--- config.mk ---
export PLATFORM = sky130hd
export DESIGN_NAME = ppu_pix_compositor
export DESIGN_NICKNAME = d
export VERILOG_FILES = /design/src/rtl/ppu_pix_compositor.sv
export SDC_FILE = /design/constraint.sdc
export NUM_CORES = 1
export LEC_CHECK = 0
export BUFFER_PORTS_ARGS = -buffer_cell sky130_fd_sc_hd__buf_2
export CORE_UTILIZATION = 50
export DETAILED_ROUTE_END_ITERATION = 10
export PLACE_DENSITY = 0.69
export SLEW_MARGIN = 25
export SYNTH_ARGS = -nofsm -noshare
export SYNTH_HDL_FRONTEND = slang
export SYNTH_SLANG_ARGS = --single-unit
--- constraint.sdc ---
create_clock -name clk_in -period 2.5 [get_ports clk_in]
set_clock_uncertainty 0.05 [all_clocks]
set_input_delay 0.25 -clock clk_in [delete_from_list [all_inputs] [get_ports clk_in]]
set_output_delay 0.25 -clock clk_in [all_outputs]
set_load 0.03 [all_outputs]
--- src/rtl/ppu_pix_compositor.sv ---
// ppu_pix_compositor
// Resolves the visible pixel from the background and NUM_SPR prioritised
// sprite lanes, looks it up in a 32-entry mirrored palette RAM and emits a
// registered system palette index with greyscale and emphasis applied.
// It also owns the CPU palette port and the sprite-0 hit latch.
//
// Ports:
//   clk_in, rst_in          clock, async active-low reset
//   pix_pulse_in, nes_x_in  pixel strobe and x coordinate
//   frame_start_in          start-of-frame strobe (clears sprite-0 hit)
//   bg_en_in, spr_en_in     layer enables
//   bg_ls_clip_in, spr_ls_clip_in  hide layer in leftmost CLIP_W pixels
//   greyscale_in, emph_in   colour modifiers
//   bg_idx_in, spr_idx_in, spr_pri_in  layer palette indices / priorities
//   pram_a_in, pram_d_in, pram_wr_in, pram_d_out  CPU palette port
//   sys_idx_out, emph_out, pix_valid_out  pixel output (2-cycle latency)
//   spr0_hit_out            sprite-0 hit flag
module ppu_pix_compositor #(
  parameter int NUM_SPR = 8,
  parameter int COL_W   = 6,
  parameter int X_W     = 10,
  parameter int CLIP_W  = 8
) (
  input  logic                 clk_in,
  input  logic                 rst_in,
  input  logic                 pix_pulse_in,
  input  logic [X_W-1:0]       nes_x_in,
  input  logic                 frame_start_in,
  input  logic                 bg_en_in,
  input  logic                 spr_en_in,
  input  logic                 bg_ls_clip_in,
  input  logic                 spr_ls_clip_in,
  input  logic                 greyscale_in,
  input  logic [2:0]           emph_in,
  input  logic [3:0]           bg_idx_in,
  input  logic [4*NUM_SPR-1:0] spr_idx_in,
  input  logic [NUM_SPR-1:0]   spr_pri_in,
  input  logic [4:0]           pram_a_in,
  input  logic [COL_W-1:0]     pram_d_in,
  input  logic                 pram_wr_in,
  output logic [COL_W-1:0]     pram_d_out,
  output logic [COL_W-1:0]     sys_idx_out,
  output logic [2:0]           emph_out,
  output logic                 pix_valid_out,
  output logic                 spr0_hit_out
);

  localparam logic [COL_W-1:0] GREY_MASK = {2'b11, {(COL_W-2){1'b0}}};

  // Entries 0x10/0x14/0x18/0x1C alias the backdrop entries 0x00/0x04/0x08/0x0C.
  function automatic logic [4:0] mirror(input logic [4:0] a);
    return (a[1:0] == 2'b00) ? {1'b0, a[3:0]} : a;
  endfunction

  logic [COL_W-1:0] pal [32];

  logic               in_clip;
  logic               bg_op;
  logic [NUM_SPR-1:0] spr_op;
  logic               win_found;
  logic [3:0]         win_idx;
  logic               win_pri;
  logic [4:0]         sel_addr;
  logic               hit_cond;

  logic               s1_valid;
  logic [4:0]         s1_addr;
  logic               s1_hit;
  logic               s1_grey;
  logic [2:0]         s1_emph;

  assign in_clip = nes_x_in < X_W'(CLIP_W);
  assign bg_op   = bg_en_in && !(bg_ls_clip_in && in_clip) && (bg_idx_in[1:0] != 2'b00);

  always_comb begin
    spr_op = '0;
    for (int k = 0; k < NUM_SPR; k++) begin
      spr_op[k] = spr_en_in && !(spr_ls_clip_in && in_clip) &&
                  (spr_idx_in[4*k +: 2] != 2'b00);
    end
  end

  // Lowest opaque lane wins regardless of its priority bit, so a "behind"
  // sprite still masks every higher-numbered lane.
  always_comb begin
    win_found = 1'b0;
    win_idx   = 4'h0;
    win_pri   = 1'b0;
    for (int k = NUM_SPR - 1; k >= 0; k--) begin
      if (spr_op[k]) begin
        win_found = 1'b1;
        win_idx   = spr_idx_in[4*k +: 4];
        win_pri   = spr_pri_in[k];
      end
    end
  end

  always_comb begin
    sel_addr = 5'h00;
    if (win_found && (!win_pri || !bg_op)) begin
      sel_addr = {1'b1, win_idx};
    end else if (bg_op) begin
      sel_addr = {1'b0, bg_idx_in};
    end
  end

  assign hit_cond = spr_op[0] && bg_op && (nes_x_in != X_W'(255));

  // Palette RAM and CPU read port. A write and a lookup on the same edge
  // see the old contents because both are non-blocking reads of pal.
  always_ff @(posedge clk_in or negedge rst_in) begin
    if (!rst_in) begin
      for (int i = 0; i < 32; i++) begin
        pal[i] <= '0;
      end
      pram_d_out <= '0;
    end else begin
      if (pram_wr_in) begin
        pal[mirror(pram_a_in)] <= pram_d_in;
      end
      pram_d_out <= pal[mirror(pram_a_in)];
    end
  end

  // Stage 1: resolved address and per-pixel attributes.
  always_ff @(posedge clk_in or negedge rst_in) begin
    if (!rst_in) begin
      s1_valid <= 1'b0;
      s1_addr  <= 5'h00;
      s1_hit   <= 1'b0;
      s1_grey  <= 1'b0;
      s1_emph  <= 3'b000;
    end else begin
      s1_valid <= pix_pulse_in;
      if (pix_pulse_in) begin
        s1_addr <= sel_addr;
        s1_hit  <= hit_cond;
        s1_grey <= greyscale_in;
        s1_emph <= emph_in;
      end
    end
  end

  // Stage 2: palette lookup, output registers and sprite-0 latch.
  always_ff @(posedge clk_in or negedge rst_in) begin
    if (!rst_in) begin
      sys_idx_out   <= '0;
      emph_out      <= 3'b000;
      pix_valid_out <= 1'b0;
      spr0_hit_out  <= 1'b0;
    end else begin
      pix_valid_out <= s1_valid;
      if (s1_valid) begin
        sys_idx_out <= s1_grey ? (pal[mirror(s1_addr)] & GREY_MASK) : pal[mirror(s1_addr)];
        emph_out    <= s1_emph;
      end
      // Frame start takes precedence, which also drops a hit waiting in S1.
      if (frame_start_in) begin
        spr0_hit_out <= 1'b0;
      end else if (s1_valid && s1_hit) begin
        spr0_hit_out <= 1'b1;
      end
    end
  end

endmodule

==> run summary <==
status = finished, violations left
failing checks = DRC
design area = 13,100 µm²
Startpoint Class = flop
Cell Chain, Critical Path = buf_4 > mux2i_1 > o2bb2ai_1 > a221oi_1 > nor2_1 > a21oi_1 > a21oi_1
most common flop cell mapped by yosys = dfrtp_1
synthesized flop and latch total = 207
min Tclk post-route = 2.21 ns
dpl hpwl = 20.8 mm
Switching Fraction = 28.5%
Syn Area/Cell = 12.4 µm²
Starting DRT DRC Count = 677
type of the most critical hold path = in -> reg
CP Max Fanout = 15
Max stage delay cell, worst path = dfrtp_2
die footprint = 23,100 µm²
fraction of layout cells with a size suffix above 1 = 41.6%
peak supply drop = 0.400 mV
Worst-Skew Late Latency = 0.51 ns
actual slew at the worst max-slew pin = 0.638 ns
crit end category = flop
CORE AREA = 22,000 µm²
Largest delay share family, worst path = compound AO/OA/AOI/OAI gates
crit path DAT = 2.51 ns
placed cell area = 12,200 µm²
Sw Pwr = 3080 µW
Die X = 152 µm
initial antenna violation count = 2
routed wire length per instance = 23.4 µm
clock buffer depth = 3
clock power share = 35.2%
syn_nets = 984
GR Overflow Total = 0
Comb power frac = 23.0%
Total GRT Usage = 26.8%
root buffer cell = clkbuf_16
Setup Buffers After CTS = 0
P&R area growth vs syn = 16.2%
CTS tree = yes
H-tree depth = 1
most frequent CP cell = a21oi_1
Yosys Warn Count = 0
Rel. slew slack = 57.4%
setup violators final = 0
Boundary Pins = 95
largest net degree at the start of global routing = 65
CTS clk-pin slew, worst paths = 0.07 ns
die height = 152 µm
Port Buffers = 94
Worst EP required = 2.80 ns
Overall Power = 10,800 µW
cell internal pwr = 7720 µW
Lkg Pwr = 0.00570 µW
Starting Density = 51.2%
Async SR Flop Fraction = 100%
TritonCTS Buffers = 23
global-route wire length before repair = 48.3 mm
WL final = 30.3 mm
Final period util = 88.3%
clock sink count = 207
DRC viols = 2
Pre-Repair DR Iteration Count = 8
Synth cell types = 59
max incr delay on CP = 0.59 ns
vias in the first global route = 8,393
DR vias = 8,253
Syn Std Cell Area = 11,300 µm²
antenna viol nets, final = 0
fin. max-slew vios = 0
Fmax = 0.453 GHz
RSZ-0062 raised after global routing = no
sequential power share = 41.8%
Synth Instances = 906
nets@finish = 1,074
setup tns final = 0 ns
pwr dens = 825 nW/µm²
Row Count = 54
Seq/Total Area, Yosys = 46.0%
Final Hold Fails = 0
Final GP Congestion = 0.903
kind of critical path = reg -> reg
post-CTS sizing = 0
Critical path buffers and inverters = 1
Max-Cap Viols = 0
Vias/cell = 6.39
number of synthesized flops with an enable pin = 0
-- synthesized netlist by cell type, types with 4 or more instances --
| cell | count | share of area, % |
|---|---|---|
| o2111ai_1 | 4 | 0.31 |
| inv_1 | 20 | 0.67 |
| buf_1 | 7 | 0.23 |
| nand3_1 | 15 | 0.67 |
| mux4_2 | 58 | 12 |
| a22oi_1 | 16 | 1.1 |
| buf_2 | 15 | 0.67 |
| a211oi_1 | 13 | 0.87 |
| o221ai_1 | 5 | 0.39 |
| nand2_1 | 47 | 1.6 |
| a311oi_1 | 5 | 0.39 |
| nor2b_1 | 9 | 0.50 |
| dfrtp_1 | 207 | 46 |
| buf_4 | 6 | 0.40 |
| nor3_1 | 6 | 0.27 |
| mux2_1 | 35 | 3.5 |
| nand2b_1 | 13 | 0.72 |
| mux2_2 | 162 | 16 |
| o21a_1 | 4 | 0.27 |
| mux2i_1 | 7 | 0.62 |
| nor2_1 | 35 | 1.2 |
| nand3b_1 | 6 | 0.40 |
| a221oi_1 | 16 | 1.2 |
| or3_1 | 4 | 0.22 |
| o21ai_0 | 19 | 0.85 |
| a31oi_1 | 11 | 0.61 |
| a21oi_1 | 37 | 1.6 |
| o21ai_1 | 8 | 0.36 |
| o31ai_1 | 5 | 0.33 |
| clkbuf_1 | 56 | 1.9 |
| o22ai_1 | 5 | 0.28 |
| and3_1 | 5 | 0.28 |
-- sequential cells by signal, indices dropped and copies added, names as in the netlist --
| register | flops |
|---|---|
| s1_emph | 3 |
| s1_hit | 1 |
| s1_addr | 5 |
| pram_d_out | 6 |
| s1_valid | 1 |
| spr0_hit_out | 1 |
| s1_grey | 1 |
| sys_idx_out | 6 |
| pal | 179 |
| pix_valid_out | 1 |
| emph_out | 3 |
-- routing by layer --
metal	wire length [µm]	track usage, %
met4	626	7.34
met3	2310	5.02
met1	13200	37.6
met5	9	0
met2	14100	43.1
-- logic make-up after synthesis --
kind of cell	Yosys count	synth area share, %
buffers and inverters	109	4.24
and+or+nand+nor	156	6.94
DFF	207	46.0
muxes	262	32.0
AOI/OAI and AO/OA	172	10.8
-- power groups by stage --
stage | Clock (µW) | Combinational (µW) | Sequential (µW)
finish | 3800 | 2490 | 4510
global route | 3980 | 2670 | 4580
CTS | 3840 | 2480 | 4490
detailed placement | 0 | 2460 | 4530
global placement | 0 | 2410 | 4520
floorplan | 0 | 1700 | 4430
-- path summary, 6_finish.rpt --
path                                             start                          to  slack [ns]  depth (start not counted)
worst max-delay path            s1_addr[1]$_DFFE_PN0P_  sys_idx_out[4]$_DFFE_PN0P_        0.29                          7
min in group asynchronous                       rst_in        pal[189]$_DFFE_PN0P_        0.26                          2
max in group asynchronous                       rst_in        pal[108]$_DFFE_PN0P_        1.41                          3
worst min-delay path                      bg_idx_in[3]      s1_addr[3]$_DFFE_PN0P_        0.04                          4
worst max register to register  s1_addr[1]$_DFFE_PN0P_  sys_idx_out[4]$_DFFE_PN0P_        0.29                          7
worst min register to register     pal[95]$_DFFE_PN0P_         pal[95]$_DFFE_PN0P_        0.33                          0
-- layout make-up --
type	count	area, µm²
Clock inverter	11	209
Antenna cell	1	2.50
Sequential cell	207	5180
Clock buffer	29	638
Tap cell	280	350
Inverter	22	82.6
Timing Repair Buffer	152	1020
Multi-Input combinational cell	590	5590
Fill cell	1733	8880
-- repair_timing --
| action | in CTS | in global routing |
|---|---|---|
| hold endpoints to repair | 65 | 0 |
| setup endpoints to repair | 0 | 0 |
| hold buffers | 7 | 0 |
-- worst min-delay path, delay by kind of cell --
family | cells | cell delay, ns
buf+inv | 1 | 0.07
simple gates | 2 | 0.13
compound gates | 1 | 0.10
-- placed cells by master (no fill, tap or decap), types with 5 or more instances in the layout --
| master | instances |
|---|---|
| o21ai_1 | 8 |
| a31oi_1 | 11 |
| o31ai_1 | 5 |
| o221ai_1 | 5 |
| mux4_2 | 58 |
| nand3_1 | 15 |
| clkbuf_8 | 5 |
| inv_1 | 20 |
| dlygate4sd3_1 | 7 |
| mux2_1 | 35 |
| and3_1 | 5 |
| a221oi_1 | 16 |
| nand2_1 | 47 |
| nand2b_1 | 13 |
| clkbuf_16 | 23 |
| o21ai_0 | 19 |
| o22ai_1 | 5 |
| nor2_1 | 35 |
| buf_12 | 7 |
| mux2i_1 | 7 |
| bufinv_16 | 6 |
| a211oi_1 | 13 |
| buf_4 | 44 |
| a311oi_1 | 5 |
| a21oi_1 | 37 |
| dfrtp_1 | 205 |
| nand3b_1 | 6 |
| nor2b_1 | 9 |
| mux2_2 | 162 |
| buf_2 | 93 |
| nor3_1 | 6 |
| a22oi_1 | 16 |
-- through the flow --
step                worst slack (ns)  util (%)  hold slack, ns  std cells
floorplan                      0.560         -         -0.0956        906
global placement               0.370      55.4           0.241       1244
detailed placement             0.300      55.4           0.237       1244
CTS                            0.325      59.5          0.0362       1291
global route                   0.147      59.5          0.0858       1291
finish                         0.292      59.6          0.0440       1292
Note: power is estimated with default switching activity, not from simulation.
